`src/rtl/edge_pkg.sv`:
```
// Shared definitions for the edge-detection read path: FSM encoding,
// window geometry and the row/column to window-slot mapping.
package edge_pkg;

  localparam int L_ROWS        = 3;
  localparam int L_WINDOW_SIZE = L_ROWS * L_ROWS;

  typedef enum logic [2:0] {
    ST_IDLE  = 3'd0,
    ST_FETCH = 3'd1,
    ST_WAIT  = 3'd2,
    ST_VALID = 3'd3,
    ST_DONE  = 3'd4
  } fwr_state_t;

  // Slot of row r, window column k (k=0 is centre-1, k=2 is centre+1).
  function automatic int slot_index(input int row, input int k);
    return row * L_ROWS + k;
  endfunction

endpackage

```
`src/rtl/window_shift_register.sv`:
```
// 3x3 pixel window storage. A shift moves every row one slot to the left;
// a write lands in the rightmost slot of the selected row. When both hit
// the same row in one cycle the new pixel wins the rightmost slot.
module window_shift_register
  import edge_pkg::*;
#(
  parameter int P_PIXEL_DEPTH = 8
) (
  input  logic                                   I_CLK,
  input  logic                                   I_RESET,
  input  logic                                   shift,
  input  logic                                   write,
  input  logic [1:0]                             write_row,
  input  logic [P_PIXEL_DEPTH-1:0]               write_data,
  output logic [L_WINDOW_SIZE*P_PIXEL_DEPTH-1:0] window
);

  for (genvar r = 0; r < L_ROWS; r++) begin : g_row
    logic [L_ROWS-1:0][P_PIXEL_DEPTH-1:0] row_q;
    logic                                 row_hit;

    assign row_hit = write && (write_row == 2'(r));

    // Per-row storage: left shift on row-0 capture, right-slot write on hit.
    always_ff @(posedge I_CLK or posedge I_RESET) begin
      if (I_RESET) begin
        row_q <= '0;
      end else begin
        if (shift) begin
          row_q[0] <= row_q[1];
          row_q[1] <= row_q[2];
        end
        if (row_hit) row_q[2] <= write_data;
      end
    end

    assign window[slot_index(r, 0)*P_PIXEL_DEPTH +: L_ROWS*P_PIXEL_DEPTH] = row_q;
  end

endmodule

```
`src/rtl/frame_window_reader.sv`:
```
// Read-side initiator for the 3-row frame buffer. Sweeps columns left to
// right, issuing single-pixel reads row 0,1,2 per column, and assembles the
// 3x3 neighbourhood for the downstream edge kernel via valid/ready.
module frame_window_reader
  import edge_pkg::*;
#(
  parameter int P_COLUMNS     = 640,
  parameter int P_PIXEL_DEPTH = 8
) (
  input  logic                                   I_CLK,
  input  logic                                   I_RESET,
  input  logic                                   I_START,
  output logic [$clog2(P_COLUMNS)-1:0]           O_FB_COL,
  output logic [1:0]                             O_FB_ROW,
  output logic                                   O_FB_READ_ENABLE,
  input  logic [P_PIXEL_DEPTH-1:0]               I_FB_PIXEL,
  output logic [L_WINDOW_SIZE*P_PIXEL_DEPTH-1:0] O_WINDOW,
  output logic                                   O_WINDOW_VALID,
  input  logic                                   I_WINDOW_READY,
  output logic [$clog2(P_COLUMNS)-1:0]           O_CENTER_COL,
  output logic                                   O_BUSY,
  output logic                                   O_DONE
);

  localparam int              L_CW          = $clog2(P_COLUMNS);
  localparam logic [L_CW-1:0] L_LAST_COL    = L_CW'(P_COLUMNS - 1);
  localparam logic [L_CW-1:0] L_LAST_CENTER = L_CW'(P_COLUMNS - 2);
  localparam logic [3:0]      L_FIRST_FETCH = 4'd9;  // three full columns
  localparam logic [3:0]      L_NEXT_FETCH  = 4'd3;  // one new column

  fwr_state_t      state_q, state_d;
  logic [L_CW-1:0] col_q;
  logic [1:0]      row_q;
  logic [3:0]      cnt_q;
  logic [L_CW-1:0] center_q;
  logic            valid_q;
  logic            cap_valid_q;
  logic [1:0]      cap_row_q;
  logic            read_en;
  logic            accept;
  logic            last_window;

  assign accept      = (state_q == ST_VALID) && I_WINDOW_READY;
  assign last_window = (center_q == L_LAST_CENTER);

  // State register.
  always_ff @(posedge I_CLK or posedge I_RESET) begin
    if (I_RESET) state_q <= ST_IDLE;
    else         state_q <= state_d;
  end

  // Next-state and state-decoded outputs.
  always_comb begin
    state_d = state_q;
    read_en = 1'b0;
    O_BUSY  = 1'b1;
    O_DONE  = 1'b0;
    unique case (state_q)
      ST_IDLE: begin
        O_BUSY = 1'b0;
        if (I_START) state_d = ST_FETCH;
      end
      ST_FETCH: begin
        read_en = 1'b1;
        if (cnt_q == 4'd1) state_d = ST_WAIT;
      end
      ST_WAIT:  state_d = ST_VALID;
      ST_VALID: if (I_WINDOW_READY) state_d = last_window ? ST_DONE : ST_FETCH;
      ST_DONE: begin
        O_DONE  = 1'b1;
        state_d = ST_IDLE;
      end
      default: state_d = ST_IDLE;
    endcase
  end

  // Fetch address/count and window centre. The column counter saturates at
  // the last column so it already points at the next column to fetch.
  always_ff @(posedge I_CLK or posedge I_RESET) begin
    if (I_RESET) begin
      col_q    <= '0;
      row_q    <= '0;
      cnt_q    <= '0;
      center_q <= '0;
    end else begin
      if (state_q == ST_IDLE && I_START) begin
        col_q    <= '0;
        row_q    <= '0;
        cnt_q    <= L_FIRST_FETCH;
        center_q <= L_CW'(1);
      end else if (state_q == ST_FETCH) begin
        cnt_q <= cnt_q - 4'd1;
        if (row_q == 2'(L_ROWS - 1)) begin
          row_q <= '0;
          if (col_q != L_LAST_COL) col_q <= col_q + L_CW'(1);
        end else begin
          row_q <= row_q + 2'd1;
        end
      end else if (accept && !last_window) begin
        cnt_q    <= L_NEXT_FETCH;
        center_q <= center_q + L_CW'(1);
      end
    end
  end

  // Capture pipe tracks the read issued last cycle to match buffer latency.
  always_ff @(posedge I_CLK or posedge I_RESET) begin
    if (I_RESET) begin
      cap_valid_q <= 1'b0;
      cap_row_q   <= '0;
    end else begin
      cap_valid_q <= read_en;
      cap_row_q   <= row_q;
    end
  end

  // Window valid is raised on VALID entry and held until accepted.
  always_ff @(posedge I_CLK or posedge I_RESET) begin
    if (I_RESET) valid_q <= 1'b0;
    else         valid_q <= (state_d == ST_VALID);
  end

  window_shift_register #(
    .P_PIXEL_DEPTH (P_PIXEL_DEPTH)
  ) u_window (
    .I_CLK      (I_CLK),
    .I_RESET    (I_RESET),
    .shift      (cap_valid_q && (cap_row_q == 2'd0)),
    .write      (cap_valid_q),
    .write_row  (cap_row_q),
    .write_data (I_FB_PIXEL),
    .window     (O_WINDOW)
  );

  assign O_FB_COL         = col_q;
  assign O_FB_ROW         = row_q;
  assign O_FB_READ_ENABLE = read_en;
  assign O_WINDOW_VALID   = valid_q;
  assign O_CENTER_COL     = center_q;

endmodule
```
`config.mk`:
```
export PLATFORM = sky130hd
export DESIGN_NAME = frame_window_reader
export DESIGN_NICKNAME = d
export VERILOG_FILES = /design/src/rtl/edge_pkg.sv /design/src/rtl/window_shift_register.sv /design/src/rtl/frame_window_reader.sv
export SDC_FILE = /design/constraint.sdc
export NUM_CORES = 1
export LEC_CHECK = 0
export ABC_AREA = 1
export CAP_MARGIN = 20
export CELL_PAD_IN_SITES_DETAIL_PLACEMENT = 2
export CELL_PAD_IN_SITES_GLOBAL_PLACEMENT = 2
export CORE_ASPECT_RATIO = 0.75
export CORE_UTILIZATION = 33
export CTS_BUF_LIST = sky130_fd_sc_hd__clkbuf_2
export DETAILED_ROUTE_END_ITERATION = 7
export GPL_TIMING_DRIVEN = 0
export PLACE_DENSITY_LB_ADDON = 0.25
export SYNTH_ARGS = -nofsm -noshare
export SYNTH_HDL_FRONTEND = slang
export SYNTH_SLANG_ARGS = --single-unit
```
`constraint.sdc`:
```
create_clock -name I_CLK -period 7.9 [get_ports I_CLK]
set_input_delay 1.58 -clock I_CLK [delete_from_list [all_inputs] [get_ports I_CLK]]
set_output_delay 1.58 -clock I_CLK [all_outputs]
set_load 0.01 [all_outputs]
```
==> results of run 1 <==
==> path summary, 6_finish.rpt <==
check | endpoint | cells past startpoint
setup reg to reg | cnt_q[0] | 9
hold / removal | cap_row_q[1] | 0
hold reg to reg | cap_row_q[1] | 0
min in group asynchronous | u_window.window[38] | 2
setup / recovery | O_FB_READ_ENABLE | 4
max in group asynchronous | u_window.window[70] | 3
==> per-layer routing <==
layer / GRT usage [%] / vias up / part of all wire [%]
li1: - / 1844 / -
met1: 30.4 / 2010 / 49
met2: 34.6 / 77 / 46
met3: 4.47 / 7 / 4.1
met4: 4.48 / 0 / 0.64
met5: 0 / - / 0
==> power by group through the flow <==
stage          registers, mW  clock network [mW]  logic (mW)
2_1_floorplan           1.00                   0       0.446
3_3_place_gp           0.943                   0        1.10
3_5_place_dp           0.960                   0        1.16
4_1_cts                0.948               0.240        1.17
5_1_grt                0.976               0.260        1.27
6_report               0.942               0.230        1.15
==> sequential cells by signal, indices dropped and copies added (netlist names) <==
| signal | flops |
|---|---|
| u_window.window | 72 |
| cap_row_q | 2 |
| cnt_q | 4 |
| state_q | 3 |
| O_WINDOW_VALID | 1 |
| O_CENTER_COL | 10 |
| cap_valid_q | 1 |
| O_FB_COL | 10 |
| O_FB_ROW | 2 |
==> cell usage after synthesis <==
library cell / number
nor2_4: 3
nor3_1: 2
nand2_4: 2
nand3_1: 26
o31ai_1: 1
dfrtp_1: 105
o221ai_1: 1
buf_1: 1
buf_6: 1
nand2_1: 117
nor2_2: 1
o21ai_1: 1
xnor2_1: 2
o21bai_1: 1
nand3_2: 1
inv_6: 1
a21o_1: 1
inv_2: 3
inv_1: 65
buf_2: 10
a21o_2: 2
o21ai_0: 53
ha_1: 5
nand2_2: 4
xor2_1: 4
clkbuf_1: 4
o22ai_1: 3
nor2_1: 40
nand4_1: 16
a21boi_4: 1
a21oi_1: 26
==> cells by family (layout without fill, tap and decap cells) <==
family,count (synthesis),count (layout),share of synthesized area (%)
AO/OA/AOI/OAI,90,90,10.8
XOR/XNOR,6,6,1.17
adder cells (fa/ha/maj),5,5,1.39
buffers and inverters,85,211,7.65
flip-flops,105,105,58.4
AND/OR/NAND/NOR,212,212,20.6
==> cell type report <==
cell class | instances | area (µm²)
clock buffer | 10 | 50.0
multi-input combinational | 313 | 1530
buffer | 16 | 80.1
fill | 1470 | 7220
tap | 171 | 214
sequential | 105 | 2630
inverter | 69 | 267
clock inverter | 6 | 42.5
timing repair buffer | 110 | 1120
==> stage by stage <==
step | hold slack [ns] | power, mW | setup slack, ns
after floorplan | 0.453 | 1.45 | 3.56
after global placement | 0.427 | 2.04 | 1.85
after detailed placement | 0.431 | 2.12 | 4.82
after CTS | 0.486 | 2.36 | 4.11
after global routing | 0.473 | 2.51 | 4.03
final | 0.482 | 2.32 | 4.18
==> run metrics, run 1 <==
status complete, no violations; detailed placement HPWL 11100 µm; worst-path fanout max 7; total gr overflow 0; Worst EP arrival 2.14 ns; Die ar. 0.0141 mm²; hold path startpoint O_FB_ROW[1]; Clock Pin Slew Worst Setup and Hold Paths 0.28 ns; Die Ht 103 µm; fin. max-slew vios 0; Max stage delay on crit path 0.59 ns; Area contributors post-synth dfrtp_1 58%, nand2_1 9.8%, o21ai_0 5.9%; worst slew pin tran 0.622 ns; Post-Syn Area 0.00450 mm²; dpl cells 784; I/O Buffers 109; largest net degree at the start of global routing 59; layout cells sized above 1 7.47%; Ports 110; Layout Cells excl Fill 800; Max VDD drop 0.156 mV; Top cell by count, worst path inv_1; pwr/cell area 391 mW/mm²; DR WL/cell 17.9 µm; Final Skew 0.0204 ns; clk sink count 105; Starting Density 34.2%; Die X 137 µm; Area Overhead vs Synth 31.7%; sw frac 42.4%; htree depth 3; CP Class reg2out; fin crit share 47.1%; post-route antenna net violation count 0; FMAX 0.269 GHz; nets@finish 641; Req. time, crit path 6.32 ns; Syn Area/Cell 8.95 µm²; Synth Net Count 520; CP Capture Type output port; dpl cell area 0.00584 mm²; initial antenna violation count 0; Synth cell types 31; Placer Congestion 0.805; Max Cap Violations 0; Total GRT Usage 21.6%; # hold bufs at CTS 0; Slew HR 58.6%; Pre-antenna DRT Iters 4; most common cell after layout, fill and taps aside nand2_1; Clk pwr share 9.9%; Final setup viols 0; CTS max path bufs 2; post-CTS sizing 0; Mapped Cells 503; cell taking the most area after synthesis dfrtp_1; Psw 0.982 mW; RSZ-0062 raised after global routing no; Static Leak 2.87 nW; cell internal pwr 1.34 mW; Hold Crit Class reg2reg; post-route cell area 0.00593 mm²; Crit Reg-Reg Startpoint O_CENTER_COL[0]; Post-CTS Setup Bufs 0; Worst path slowest cell clkdlybuf4s50_1; Core Area 0.0132 mm²; DR DRC count 0; register area share after synthesis 58.4%; CP Launch Point state_q[1]; Final Hold Viols 0; first-pass GRT wire length 23200 µm; fin util 45.1%; commonest non-fill, non-tap cells in the layout 117 x nand2_1, 109 x clkdlybuf4s50_1, 105 x dfrtp_1; combinational share of power 49.4%; via count 3938; #FFs+latches synth 105; vias in the first global route 4328; ANT cells 0; delay-heaviest family, CP buffers and inverters; CTS root buf clkbuf_2; CTS tree built; Seq pwr share 40.6%; setup_tns 0 ns; startpoint types register; Rows 36; initial drt markers 110; Num CTS Buffers 9; worst skew pair latency 0.55 ns; reg-to-reg slack, setup 6.23 ns; Synth Warn # 0; Routed WL 14300 µm; Vias/cell 4.92; Yosys top cell area share 58.4%; min cycle time layout 3.72 ns; Bufs and invs on worst path 3; CP Cell Sequence inv_1 -> nand3_2 -> inv_1 -> clkdlybuf4s50_1
No activity file was read; power rests on OpenSTA's default activity.
==> run 2: changes to the inputs <==
- CORE_UTILIZATION: 33 -> 27
- clock period: 7.9 -> 3.3 ns (I/O delays scaled with it)
==> run metrics, run 2 (synthesized netlist as in run 1, its figures left out) <==
Final WS setup 0.457 ns (was 4.18 ns); Pre-antenna DRT Iters 4 (unchanged); Max VDD drop 0.253 mV (was 0.156 mV); CP Capture Type output port (unchanged); via count 3889 (was 3938); Final Hold Viols 0 (unchanged); Die X 151 µm (was 137 µm); Placer Congestion 0.737 (was 0.805); CTS max path bufs 2 (unchanged); post-CTS sizing 0 (unchanged); CTS tree built (unchanged); Final Skew 0.0249 ns (was 0.0204 ns); worst skew pair latency 0.64 ns (was 0.55 ns); nets@finish 642 (was 641); # hold bufs at CTS 0 (unchanged); setup_tns 0 ns (unchanged); initial drt markers 149 (was 110); RSZ-0062 raised after global routing no (unchanged); DR DRC count 0 (unchanged); CP Class reg2out (unchanged); clk sink count 105 (unchanged); vias in the first global route 4276 (was 4328); status complete, no violations (unchanged); fin crit share 86.2%; Num CTS Buffers 9 (unchanged); Rows 40 (was 36); fin. max-slew vios 0 (unchanged); Max Cap Violations 0 (unchanged); Static Leak 2.88 nW (was 2.87 nW); post-route antenna net violation count 0 (unchanged); FILL cells 1826 (was 1470); Hold Crit Class in2async (was reg2reg); Area Overhead vs Synth 33.2% (was 31.7%); Hold Slack 0.449 ns (was 0.482 ns); Slew HR 46.9% (was 58.6%); detailed placement HPWL 11100 µm (about the same); worst-path fanout max 7 (unchanged); total gr overflow 0 (unchanged); min cycle time layout 2.84 ns; startpoint types register (unchanged); Final setup viols 0 (unchanged); total power 5.57 mW (was 2.32 mW); Ports 110 (unchanged); Die Ht 114 µm (was 103 µm); DR WL/cell 17.3 µm (was 17.9 µm); worst slew pin tran 0.795 ns (was 0.622 ns); Total GRT Usage 18.3% (was 21.6%); Clock Pin Slew Worst Setup and Hold Paths 0.30 ns (was 0.28 ns); Req. time, crit path 2.64 ns (was 6.32 ns); Vias/cell 4.62 (was 4.92); Worst EP arrival 2.18 ns (was 2.14 ns); reg-to-reg slack, setup 1.56 ns (was 6.23 ns); FMAX 0.352 GHz; htree depth 3 (unchanged); max reg flops 72 (unchanged); most common cell after layout, fill and taps aside nand2_1 (unchanged); dpl ws 1.18 ns (was 4.82 ns); commonest non-fill, non-tap cells in the layout 117 x nand2_1, 109 x clkdlybuf4s50_1, 105 x dfrtp_1 (unchanged); fin util 37.1% (was 45.1%); Starting Density 27.8% (was 34.2%); Core Area 0.0162 mm² (was 0.0132 mm²); CTS root buf clkbuf_2 (unchanged); Routed WL 14600 µm (was 14300 µm); Post-CTS Setup Bufs 0 (unchanged); layout cells sized above 1 7.46% (was 7.47%); Die ar. 0.0172 mm² (was 0.0141 mm²); pwr/cell area 928 mW/mm² (was 391 mW/mm²); I/O Buffers 109 (unchanged); largest net degree at the start of global routing 40 (was 59); first-pass GRT wire length 23600 µm (was 23200 µm); initial antenna violation count 1 (was 0)
[run 2: cell types whose count changed in the layout (fill, tap and decap cells not counted)]
cell,before,now
buf_12,0,2
buf_16,1,0
clkbuf_2,10,9
clkinv_1,0,1
clkinv_2,2,1
clkinv_4,0,1
diode_2,0,1
inv_4,1,0
inv_6,3,4
[run 2: stage by stage]
stage,instance area [µm²],cells
2_1_floorplan,4500,503
3_3_place_gp,5860,822
3_5_place_dp,5900,824
4_1_cts,5990,840
5_1_grt,6000,841
6_report,6000,841
[run 2: path summary, 6_finish.rpt]
path,startpoint,end,depth (start not counted)
max in group asynchronous,I_RESET,u_window.window[69],3
hold reg to reg,O_FB_ROW[0],cap_row_q[0],0
min in group I_CLK,O_FB_ROW[0],cap_row_q[0],0
hold / removal,I_RESET,state_q[2],2
setup / recovery,state_q[1],O_FB_READ_ENABLE,4
setup reg to reg,O_FB_COL[0],O_FB_COL[4],9
[run 2: critical path, stage by stage, from the launching register on]
cell and delay [ns]:
dfrtp_1 0.47, inv_1 0.11, nand3_2 0.16, inv_1 0.22
clkdlybuf4s50_1 0.57
[run 2: final cells by class]
type	instances	area, µm²	area share [%]
Buffer	16	80.1	1.34
Inverter	69	268	4.46
Clock buffer	9	45.0	0.751
Sequential cell	105	2630	43.8
Tap cell	210	263	4.38
Clock inverter	7	51.3	0.855
Timing Repair Buffer	111	1130	18.9
Multi-Input combinational cell	313	1530	25.5
Antenna cell	1	2.50	0.0417
[run 2: report_power, final]
group          leakage, nW  total, mW  internal (mW)  switching, mW
Combinational         1.53       2.74           1.27           1.47
Clock               0.0607      0.578          0.106          0.472
Sequential            1.28       2.25           1.83          0.422
Total                 2.88       5.57           3.20           2.36
[run 2: per-layer routing]
| metal | GRT usage [%] | vias to the layer above | routed length, µm |
|---|---|---|---|
| met3 | 4.00 | 16 | 508 |
| met5 | 0 | - | 0 |
| met2 | 29.5 | 74 | 6870 |
| met4 | 4.93 | 0 | 217 |
| met1 | 24.7 | 1943 | 6960 |
| li1 | - | 1856 | - |
